===== config.mk =====
export PLATFORM = sky130hd
export DESIGN_NAME = act_mem_loader
export DESIGN_NICKNAME = d
export VERILOG_FILES = /design/src/rtl/act_mem_pkg.sv /design/src/rtl/act_row_packer.sv /design/src/rtl/act_mem_loader.sv
export SDC_FILE = /design/constraint.sdc
export NUM_CORES = 1
export LEC_CHECK = 0
export ABC_AREA = 1
export ABC_CLOCK_PERIOD_IN_PS = 3500
export CORE_AREA = 2 2 284 286
export DETAILED_ROUTE_END_ITERATION = 12
export DIE_AREA = 0 0 286 288
export GPL_ROUTABILITY_DRIVEN = 0
export SLEW_MARGIN = 20
export SYNTH_ARGS = -nofsm -noshare
export SYNTH_HDL_FRONTEND = slang
export SYNTH_HIERARCHICAL = 1
export SYNTH_SLANG_ARGS = --single-unit

===== constraint.sdc =====
create_clock -name clock -period 3.5 [get_ports clock]
set_input_delay 0.7 -clock clock [delete_from_list [all_inputs] [get_ports clock]]
set_output_delay 0.7 -clock clock [all_outputs]
set_load 0.005 [all_outputs]

===== src/rtl/act_mem_pkg.sv =====
// Shared defaults and FSM state type for the activation-memory write loader.
// Optional feature macro used by the loader: ACT_MEM_LOADER_ZERO_PAD_EN.
package act_mem_pkg;

  localparam int DEF_WIDTH      = 512;
  localparam int DEF_ADDR_WIDTH = 3;
  localparam int DEF_P          = DEF_WIDTH / 8;
  localparam int DEF_IN_WIDTH   = 64;
  localparam int BEATS          = DEF_WIDTH / DEF_IN_WIDTH;

  typedef enum logic [2:0] {
    IDLE,
    FILL,
    WRITE,
    DRAIN,
    DONE
  } state_t;

endpackage


===== src/rtl/act_row_packer.sv =====
// Packs narrow stream beats into one memory row with merged byte enables.
// ACT_MEM_LOADER_ZERO_PAD_EN: a row closed by the last beat fills unwritten lanes with zero, be=1.
module act_row_packer
  import act_mem_pkg::*;
#(
  parameter int WIDTH    = DEF_WIDTH,
  parameter int IN_WIDTH = DEF_IN_WIDTH,
  parameter int P        = DEF_P
) (
  input  logic                  i_clock,
  input  logic                  i_reset_n,
  input  logic                  i_accept,
  input  logic [IN_WIDTH-1:0]   i_data,
  input  logic [IN_WIDTH/8-1:0] i_keep,
  input  logic                  i_last,
  input  logic                  i_clear,
  output logic [WIDTH-1:0]      o_row,
  output logic [P-1:0]          o_be,
  output logic                  o_rowFull
);

  localparam int LANES   = IN_WIDTH / 8;
  localparam int N_BEATS = WIDTH / IN_WIDTH;
  localparam int BEAT_W  = (N_BEATS > 1) ? $clog2(N_BEATS) : 1;

  logic [BEAT_W-1:0] r_beatCnt;
  logic [WIDTH-1:0]  r_row;
  logic [WIDTH-1:0]  w_rowNext;
  logic [P-1:0]      r_be;
  logic [P-1:0]      w_beNext;

  // Disabled bytes leave the previous row contents in place with be=0.
  always_comb begin
    w_rowNext = r_row;
    w_beNext  = r_be;
    for (int k = 0; k < LANES; k++) begin
      if (i_keep[k]) begin
        w_rowNext[(int'(r_beatCnt) * LANES + k) * 8 +: 8] = i_data[k * 8 +: 8];
        w_beNext[int'(r_beatCnt) * LANES + k]             = 1'b1;
      end
    end
`ifdef ACT_MEM_LOADER_ZERO_PAD_EN
    if (i_last) begin
      for (int j = 0; j < P; j++) begin
        if (!w_beNext[j]) begin
          w_rowNext[j * 8 +: 8] = 8'h00;
          w_beNext[j]           = 1'b1;
        end
      end
    end
`endif
  end

  assign o_rowFull = (r_beatCnt == BEAT_W'(N_BEATS - 1));

  always_ff @(posedge i_clock or negedge i_reset_n) begin
    if (!i_reset_n) begin
      r_beatCnt <= '0;
      r_row     <= '0;
      r_be      <= '0;
    end else if (i_clear) begin
      r_beatCnt <= '0;
      r_be      <= '0;
    end else if (i_accept) begin
      r_row <= w_rowNext;
      r_be  <= w_beNext;
      if (!(o_rowFull || i_last)) begin
        r_beatCnt <= r_beatCnt + BEAT_W'(1);
      end
    end
  end

  assign o_row = r_row;
  assign o_be  = r_be;

endmodule


===== src/rtl/act_mem_loader.sv =====
// Write-side initiator for the banked activation memory: command + byte stream in, one port-A write per row.
// Optional feature macro (in act_row_packer): ACT_MEM_LOADER_ZERO_PAD_EN.
module act_mem_loader
  import act_mem_pkg::*;
#(
  parameter int WIDTH      = DEF_WIDTH,
  parameter int ADDR_WIDTH = DEF_ADDR_WIDTH,
  parameter int P          = DEF_P,
  parameter int IN_WIDTH   = DEF_IN_WIDTH
) (
  input  logic                  clock,
  input  logic                  reset_n,
  input  logic                  cmd_valid,
  output logic                  cmd_ready,
  input  logic [ADDR_WIDTH-1:0] cmd_base_addr,
  input  logic [ADDR_WIDTH:0]   cmd_rows,
  input  logic                  s_valid,
  output logic                  s_ready,
  input  logic [IN_WIDTH-1:0]   s_data,
  input  logic [IN_WIDTH/8-1:0] s_keep,
  input  logic                  s_last,
  output logic [ADDR_WIDTH-1:0] address_a,
  output logic [WIDTH-1:0]      data_a,
  output logic [P-1:0]          i_be_a,
  output logic [P-1:0]          i_cs_a,
  output logic                  wren_a,
  output logic                  done,
  output logic                  err_overrun
);

  state_t                r_state;
  state_t                w_stateNext;
  logic [ADDR_WIDTH-1:0] r_base;
  logic [ADDR_WIDTH:0]   r_rows;
  logic [ADDR_WIDTH:0]   r_rowIdx;
  logic [ADDR_WIDTH:0]   w_rowIdxInc;
  logic                  r_lastSeen;
  logic                  r_errOverrun;
  logic                  w_fillAccept;
  logic                  w_rowFull;
  logic                  w_lastRow;
  logic                  w_clear;
  logic [WIDTH-1:0]      w_row;
  logic [P-1:0]          w_be;

  assign w_fillAccept = (r_state == FILL) && s_valid;
  assign w_clear      = (r_state == WRITE);
  assign w_rowIdxInc  = r_rowIdx + (ADDR_WIDTH + 1)'(1);
  assign w_lastRow    = (w_rowIdxInc == r_rows);

  act_row_packer #(
    .WIDTH    (WIDTH),
    .IN_WIDTH (IN_WIDTH),
    .P        (P)
  ) u_packer (
    .i_clock   (clock),
    .i_reset_n (reset_n),
    .i_accept  (w_fillAccept),
    .i_data    (s_data),
    .i_keep    (s_keep),
    .i_last    (s_last),
    .i_clear   (w_clear),
    .o_row     (w_row),
    .o_be      (w_be),
    .o_rowFull (w_rowFull)
  );

  always_ff @(posedge clock or negedge reset_n) begin
    if (!reset_n) begin
      r_state <= IDLE;
    end else begin
      r_state <= w_stateNext;
    end
  end

  // Command context, row progress and the sticky overrun flag.
  always_ff @(posedge clock or negedge reset_n) begin
    if (!reset_n) begin
      r_base       <= '0;
      r_rows       <= '0;
      r_rowIdx     <= '0;
      r_lastSeen   <= 1'b0;
      r_errOverrun <= 1'b0;
    end else begin
      if ((r_state == IDLE) && cmd_valid) begin
        r_base       <= cmd_base_addr;
        r_rows       <= cmd_rows;
        r_rowIdx     <= '0;
        r_lastSeen   <= 1'b0;
        r_errOverrun <= 1'b0;
      end
      if (w_fillAccept) begin
        r_lastSeen <= s_last;
      end
      if (r_state == WRITE) begin
        r_rowIdx <= w_rowIdxInc;
        if (!r_lastSeen && w_lastRow) begin
          r_errOverrun <= 1'b1;
        end
      end
    end
  end

  always_comb begin
    w_stateNext = r_state;
    cmd_ready   = 1'b0;
    s_ready     = 1'b0;
    wren_a      = 1'b0;
    done        = 1'b0;
    unique case (r_state)
      IDLE: begin
        cmd_ready = 1'b1;
        if (cmd_valid) begin
          w_stateNext = (cmd_rows == '0) ? DONE : FILL;
        end
      end
      FILL: begin
        s_ready = 1'b1;
        if (w_fillAccept && (w_rowFull || s_last)) begin
          w_stateNext = WRITE;
        end
      end
      WRITE: begin
        wren_a = 1'b1;
        if (r_lastSeen) begin
          w_stateNext = DONE;
        end else if (w_lastRow) begin
          w_stateNext = DRAIN;
        end else begin
          w_stateNext = FILL;
        end
      end
      DRAIN: begin
        s_ready = 1'b1;
        if (s_valid && s_last) begin
          w_stateNext = DONE;
        end
      end
      DONE: begin
        done        = 1'b1;
        w_stateNext = IDLE;
      end
      default: w_stateNext = IDLE;
    endcase
  end

  assign address_a   = r_base + r_rowIdx[ADDR_WIDTH-1:0];
  assign data_a      = w_row;
  assign i_be_a      = w_be;
  assign i_cs_a      = wren_a ? w_be : '0;
  assign err_overrun = r_errOverrun;

endmodule


---- Yosys cells after proc, flatten, opt, wreduce, memory -nomap -nowiden ----
Index checks and enable logic that the tools add are counted.
storage, ports and cells
  logic and storage cells ................. 166
  memories ................................ 0
  bits in read-only memories .............. 0
  bits in writable memories ............... 0
  register bits after elaboration ......... 595
  latch bits .............................. 0
cells by class
  bitwise operators ....................... 9
  divide/modulo/power cells ............... 0
  equality and inequality tests ........... 10
  mux-type cells .......................... 64
  shift-type cells ........................ 16
  $mul .................................... 0
  reductions and logical operators ........ 24
  magnitude comparators ................... 16
  add/subtract/negate cells ............... 18
operators by type and width
  kind                                                                                   number
  512-bit bitwise mux                                                                    8
  512-bit 2-to-1 mux                                                                     8
  8-bit by 33-bit variable shift with 512-bit output (first input constant)              8
  8-bit by 33-bit variable part select with 512-bit output                               8
  64-bit 2-to-1 mux                                                                      11
  64-bit bitwise OR                                                                      7
  32-bit by 1-bit greater-or-equal comparator with 1-bit output (second input constant)  7
  32-bit by 8-bit less-than comparator with 1-bit output (second input constant)         7
  32-bit negator with 33-bit output                                                      6
  64-bit by 57-bit bitwise OR with 64-bit output                                         1
  1-bit demux with 6-bit select                                                          7
  10-bit negator with 33-bit output                                                      1
  9-bit negator with 33-bit output                                                       1
  6-bit by 3-bit adder with 7-bit output (second input constant)                         4
  3-bit 2-to-1 mux                                                                       8
  1-bit 2-to-1 mux                                                                       17
  6-bit by 2-bit adder with 7-bit output (second input constant)                         2
  1-bit logical AND                                                                      13
  3-bit one-hot mux with 4 select lines                                                  1
  4-bit 2-to-1 mux                                                                       2
  6-bit by 1-bit adder with 7-bit output (second input constant)                         1
  6-bit by 7-bit less-than comparator with 1-bit output (second input constant)          1
  3-bit by 2-bit equality test with 1-bit output (second input constant)                 2
  3-bit equality test (second input constant)                                            2
  other kinds (19)                                                                       24

---- Logic depth before layout (Yosys ltp) ----
Gate-level depths: netlist (run 1).
  word-level depth ........................ 22
  depth in mapped cells ................... 15

---- Hierarchy ----
Netlist (run 1), hierarchy kept.
modules (own cells, without submodules)
  module          area each (sq um)  seq. area each (sq um)  instances  cells an instance
  act_row_packer  23565.1            14488.9                 1          2549
  act_mem_loader  1468.9             400.4                   1          254

---- Worst setup path before layout (run 1) ----
OpenSTA, ideal clock, no wires.
  path kind ............................... reg2reg
  start point ............................. reg u_packer.r_beatCnt[0]
  end point ............................... reg u_packer.r_row[319] (netlist: u_packer/o_row[319])
  stages on the path, launching flop included .. 14
  path slack .............................. 0.861 ns
  data arrival time ....................... 2.519 ns
  setup time .............................. 0.120 ns
  period minus slack after synthesis ...... 2.639 ns
  path through ............................ dfrtp_1 buf_4 inv_1 buf_2 buf_2 buf_2 ha_1 ha_1 clkinv_1 nor2_1 clkbuf_1 o21ai_0 o21ai_0 inv_1
between the ends
  cells in the longest elaborated chain, start to end .. 18
  elaborated cells on any way between the ends .. 47
  those cells by class .................... add/sub (15); shift (16); mux (16)
RTL lines
  what                                                                                        RTL line              source
  from (decl)                                                                                 act_row_packer.sv:26  logic [BEAT_W-1:0] r_beatCnt;
  from (signal assigned)                                                                      act_row_packer.sv:68  r_beatCnt <= r_beatCnt + BEAT_W'(1);
  parallel branches: the longest is 17 deep, another holds 32-bit negator with 33-bit output  --
  512-bit 2-to-1 mux (*)                                                                      act_row_packer.sv:37  if (i_keep[k]) begin
  to (signal assigned)                                                                        act_row_packer.sv:65  r_row <= w_rowNext;
  to (decl)                                                                                   act_row_packer.sv:27  logic [WIDTH-1:0] r_row;
Every way passes the cells marked *.
A chain may end at the register's enable or synchronous reset.

---- Worst setup path after layout (run 1) ----
  start point ............................. reg r_rowIdx[0]
  end point ............................... out address_a[2]
between the ends
  cells in the longest elaborated chain, start to end .. 1
RTL lines
  what                    RTL line               source
  from (decl)             act_mem_loader.sv:35   logic [ADDR_WIDTH:0] r_rowIdx;
  from (signal assigned)  act_mem_loader.sv:96   r_rowIdx <= w_rowIdxInc;
  3-bit adder             act_mem_loader.sv:147  assign address_a = r_base + r_rowIdx[ADDR_WIDTH-1:0];
  to (decl)               act_mem_loader.sv:22   output logic [ADDR_WIDTH-1:0] address_a,
Every way passes these cells.

==> results of run 1 <==
-- metrics by stage --
| stage | setup WS, ns | utilization | instance area (um2) | instances |
|---|---|---|---|---|
| floorplan | 0.861 | - | 25000 | 2803 |
| global route | 0.0849 | 0.452 | 36000 | 4621 |
| global placement | 0.139 | 0.422 | 33600 | 4500 |
| finish | 0.265 | 0.452 | 36000 | 4621 |
| CTS | 0.217 | 0.452 | 36000 | 4621 |
| detailed placement | 0.0791 | 0.422 | 33600 | 4500 |
-- cells by family after synthesis --
kind of cell,after synthesis
mux,2
simple gates,1188
flops,595
xor+xnor,2
fa+ha+maj,12
compound gates,652
buf+inv,352
-- state kept, by name, indices dropped and copies added (netlist names) --
| register | flops |
|---|---|
| r_state | 3 |
| u_packer/o_row | 512 |
| r_rowIdx | 4 |
| r_base | 3 |
| u_packer/r_beatCnt | 3 |
| u_packer/o_be | 64 |
| r_lastSeen | 1 |
| err_overrun | 1 |
| r_rows | 4 |
-- worst paths after layout --
kind,depth (start not counted),to
max in group asynchronous,4,u_packer/o_row[24]
min,2,u_packer/o_row[391]
min in group asynchronous,2,u_packer/o_row[407]
min reg2reg,2,u_packer/o_row[391]
max,6,address_a[2]
max reg2reg,6,u_packer/o_row[405]
-- critical path, stage by stage, from the launching register on --
cell and delay (ns):
dfrtp_1 0.44, ha_1 0.18, inv_1 0.05, fa_1 0.37, xnor2_1 0.21, xor2_1 0.17
clkdlybuf4s50_1 0.51
-- cell usage in the layout, fill, tap and decap left out, types with 3 or more instances in the layout --
cell,netlist,layout
clkbuf_8,0,18
clkinv_8,0,3
ha_1,11,11
inv_2,5,8
clkinvlp_4,0,4
nand3_1,206,206
o21ai_2,4,4
clkbuf_16,0,70
clkinv_1,4,3
o21ai_0,470,470
o22ai_1,3,3
inv_1,180,175
nand3_2,3,3
nand4_1,22,22
nor2_2,18,18
bufinv_16,0,7
buf_12,0,10
nand2_2,5,5
o21ai_1,3,3
clkinv_2,0,9
buf_4,2,59
nor2_1,228,228
clkdlybuf4s50_1,0,730
dfrtp_1,595,592
nand2_1,697,697
a21oi_1,36,36
clkbuf_1,92,8
o21a_1,133,133
-- final cells by class --
cell class	instances	area (um2)	area share
sequential	595	14900	0.414
multi-input combinational	1856	8730	0.242
timing repair buffer	801	7980	0.221
clock buffer	96	2030	0.0563
tap	1060	1330	0.0368
inverter	189	714	0.0198
clock inverter	24	350	0.00972
-- where the power goes --
group          switching (mW)  leakage (nW)  total (mW)  internal, mW
combinational            5.89          6.70        11.1          5.23
sequential               1.52          8.06        10.5          8.95
clock                    3.02          1.16        7.59          4.57
total                    10.4          15.9        29.2          18.8
-- routing by layer --
layer	global-route usage	vias up	wire length, um
li1	-	10591	-
met1	0.294	10949	40400
met2	0.394	875	48500
met3	0.0782	173	9510
met4	0.102	4	4060
met5	0	-	23
-- timing repair --
item                                   in CTS  in global routing
setup buffers                               0                  0
hold buffers                                1                  0
endpoints found under the hold margin       2                  0
==> metrics.md, run 1 <==
| Metric | Value |
|---|---|
| Status | finished clean |
| Worst-Skew Late Latency | 0.62 ns |
| Ports | 732 |
| CP arrival | 2.53 ns |
| Worst hold margin | 0.468 ns |
| Die W | 286 um |
| Sequential-to-total area share from yosys stat | 0.595 |
| Async S/R FF share, synth | 1.00 |
| Overall power | 29.2 mW |
| Standard-cell rows | 104 |
| Post-CTS resize count | 0 |
| TNS Setup | 0 ns |
| Number of synthesized flops with an enable pin | 0 |
| TritonCTS clock tree | built |
| R2R Path Start | u_packer/r_beatCnt[1] |
| Antenna Violating Nets Remaining | 0 |
| Synth top area share | 0.595 |
| CTS root buffer | clkbuf_16 |
| Diode count | 0 |
| Cts bufs inserted | 68 |
| Pleak | 15.9 nW |
| Die H | 288 um |
| PD cells | 810 nW/um2 |
| Post-Synth Adder-Cell Area | 0.00630 |
| Element type at the critical path end | output pin |
| Worst setup SP type | flip-flop |
| Synthesized area | 25000 um2 |
| WP data required | 2.80 ns |
| Compound-Gate Fraction of Synth Area | 0.145 |
| List of most frequent post-synthesis cells | nand2_1, dfrtp_1, o21ai_0 |
| Worst min path class | reg2reg |
| DP Wirelength | 75100 um |
| Via density | 4.89 |
| Top post-synthesis cells by area | dfrtp_1, nand2_1, o21ai_0, nand3_1, o21a_1 |
| Fin nets | 3607 |
| Mux cell area share after synthesis | 0.00120 |
| Synth unique cells | 37 |
| CTS Sinks | 595 |
| DR pass1 iterations | 5 |
| CP Launch Point | r_rowIdx[0] |
| # DRC | 0 |
| Clk slew on worst S/H paths | 0.06 ns |
| Largest net degree at the start of global routing | 107 |
| Cell with the most instances after synthesis | nand2_1 |
| Reg2reg setup slack | 0.50 ns |
| Mean Syn Cell Area | 8.93 um2 |
| Period utilisation layout | 0.924 |
| Max-Cap Viols | 0 |
| Area delta synth->final | 43.9% |
| Post-synthesis xor/xnor area fraction | 0.000700 |
| Fillers | 7750 |
| Initial Utilization | 0.314 |
| Syn_nets | 2899 |
| Via count | 22.6k |
| Post-synth top area cell | dfrtp_1 |
| Wire per inst | 22.2 um |
| RSZ-0062 raised after global routing | false |
| Total gr overflow | 0 |
| Final Hold Vio Count | 0 |
| Synth Area in Simple Gates | 0.196 |
| Port Buffers | 731 |
| First-iteration detailed-routing DRC count | 1790 |
| Vias in the first global route | 21.9k |
| Die Area | 82400 um2 |
| Slew Viols, Final | 0 |
| Crit path kind | reg2out |
| Critical path fanouts, max | 6 |
| # setup viols final | 0 |
| Post-Synthesis Cells | 2803 |
| Max transition margin | 0.317 |
| Core area | 79600 um2 |
| WL final | 102000 um |
| Slew @ Worst Pin | 1.02 ns |
| Main synth FF type | dfrtp_1 |
| Layout cells sized above 1 | 0.0663 |
| Ys Warns | 6 |
| Clock buffer depth | 3 |
| Min-Delay Startpoint | u_packer/o_row[391] |
| Seq cells post-synth | 595 |
| Initial antenna violation count | 2 |
| Setup Skew | 0.0376 ns |
| Worst VDD drop | 0.425 mV |
| Tmin final | 3.23 ns |
| Peak Freq | 309 MHz |
| Global-route usage over all layers | 0.242 |
| Global-route wire length before repair | 148000 um |
| H-tree depth | 3 |
| Largest family of logic cells by synthesized area | simple AND/OR/NAND/NOR gates |
Power figures use the tool's default switching activity.
==> run 2: changes to the inputs <==
- SLEW_MARGIN: 20 -> default
==> run 2 against run 1 <==
Clock power about the same. Final area about the same. Routed wire length about the same. Critical path depth unchanged. Global-route usage unchanged. Critical endpoint unchanged.
==> metrics.md, run 2 (synthesis gave the netlist of run 1 again) <==
| Metric | Value |
|---|---|
| Status | finished clean |
| Crit path kind | reg2out |
| Via count | 22.6k |
| Port Buffers | 731 |
| Peak Freq | 309 MHz |
| Die W | 286 um |
| Slew @ Worst Pin | 1.21 ns |
| Most common cell after layout, fill and taps aside | clkdlybuf4s50_1 |
| DP Cell Count | 4500 |
| Overall power | 29.2 mW |
| Final Hold Vio Count | 0 |
| CP arrival | 2.53 ns |
| TNS Setup | 0 ns |
| CTS root buffer | clkbuf_16 |
| WL final | 102000 um |
| Period utilisation layout | 0.924 |
| TritonCTS clock tree | built |
| Via density | 4.89 |
| Clock buffer depth | 3 |
| Tmin final | 3.23 ns |
| Final Non-Filler Cells | 4621 |
| WP data required | 2.80 ns |
| Element type at the critical path end | output pin |
| Cts bufs inserted | 68 |
| Max transition margin | 0.195 |
| DR pass1 iterations | 5 |
| Pleak | 15.9 nW |
| CTS Sinks | 595 |
| Worst VDD drop | 0.425 mV |
| Area delta synth->final | 43.9% |
| Worst setup SP type | flip-flop |
| Critical path fanouts, max | 6 |
| Standard-cell rows | 104 |
| H-tree depth | 3 |
| Diode count | 0 |
| Clk slew on worst S/H paths | 0.06 ns |
| Slew Viols, Final | 0 |
| Max-Cap Viols | 0 |
| RSZ-0062 raised after global routing | false |
| Die Area | 82400 um2 |
| Total gr overflow | 0 |
| First-iteration detailed-routing DRC count | 1790 |
| Setup Skew | 0.0376 ns |
| Fin nets | 3607 |
| Largest net degree at the start of global routing | 107 |
| Setup Fix Bufs, Post-CTS | 0 |
| Die H | 288 um |
| # setup viols final | 0 |
| Vias in the first global route | 21.9k |
| Antenna Violating Nets Remaining | 0 |
| Ports | 732 |
| Worst min path class | reg2reg |
| Global-route usage over all layers | 0.242 |
| Layout cells sized above 1 | 0.0660 |
| Initial Utilization | 0.314 |
| Max reg flops | 512 |
| Initial antenna violation count | 2 |
| Worst-Skew Late Latency | 0.62 ns |
| Most frequent cells in the layout | clkdlybuf4s50_1, nand2_1, dfrtp_1 |
| Core area | 79600 um2 |
| DP Wirelength | 75100 um |
| PD cells | 810 nW/um2 |
| Global-route wire length before repair | 148000 um |
| # DRC | 0 |
| Wire per inst | 22.2 um |
==> run 2: path summary, 6_finish.rpt <==
kind | startpoint | slack (ns) | to | cells past startpoint
setup / recovery | r_rowIdx[0] | 0.27 | address_a[2] | 6
hold / removal | u_packer/o_row[391] | 0.47 | u_packer/o_row[391] | 2
setup reg to reg | u_packer/r_beatCnt[1] | 0.50 | u_packer/o_row[405] | 6
hold reg to reg | u_packer/o_row[391] | 0.47 | u_packer/o_row[391] | 2
max in group asynchronous | reset_n | 1.96 | u_packer/o_row[24] | 4
min in group asynchronous | reset_n | 0.60 | u_packer/o_row[407] | 2
==> run 2: timing repair <==
item	in CTS	in global routing
hold endpoints to repair	2	0
hold buffers	1	0
gates resized for setup	0	0
==> run 2: area by class of cell <==
type | instances | area [um2]
Timing Repair Buffer | 801 | 7980
Inverter | 189 | 713
Multi-Input combinational cell | 1856 | 8730
Clock inverter | 24 | 350
Tap cell | 1060 | 1330
Fill cell | 7748 | 43600
Clock buffer | 96 | 2030
Sequential cell | 595 | 14900
==> run 2: metal layers <==
metal | vias to the layer above | wire length [um] | global-route usage
li1 | 10592 | - | -
met1 | 10956 | 40300 | 0.294
met2 | 877 | 48500 | 0.394
met3 | 175 | 9530 | 0.0782
met4 | 4 | 4060 | 0.102
met5 | - | 23 | 0
==> run 2: stage by stage <==
stage,instance area [um2],util,hold slack (ns),setup slack [ns]
global route,36000,0.452,0.483,0.0849
global placement,33600,0.422,0.453,0.139
detailed placement,33600,0.422,0.458,0.0791
floorplan,25000,-,0.404,0.861
finish,36000,0.452,0.468,0.265
CTS,36000,0.452,0.473,0.217
==> run 2: critical path, stage by stage, from the launching register on <==
cell	delay, ns
dfrtp_1	0.44
ha_1	0.18
inv_1	0.05
fa_1	0.37
xnor2_1	0.21
xor2_1	0.17
clkdlybuf4s50_1	0.51
==> run 2: where the power goes <==
group / switching [mW] / internal, mW
clock: 3.02 / 4.57
sequential: 1.52 / 8.95
combinational: 5.89 / 5.23
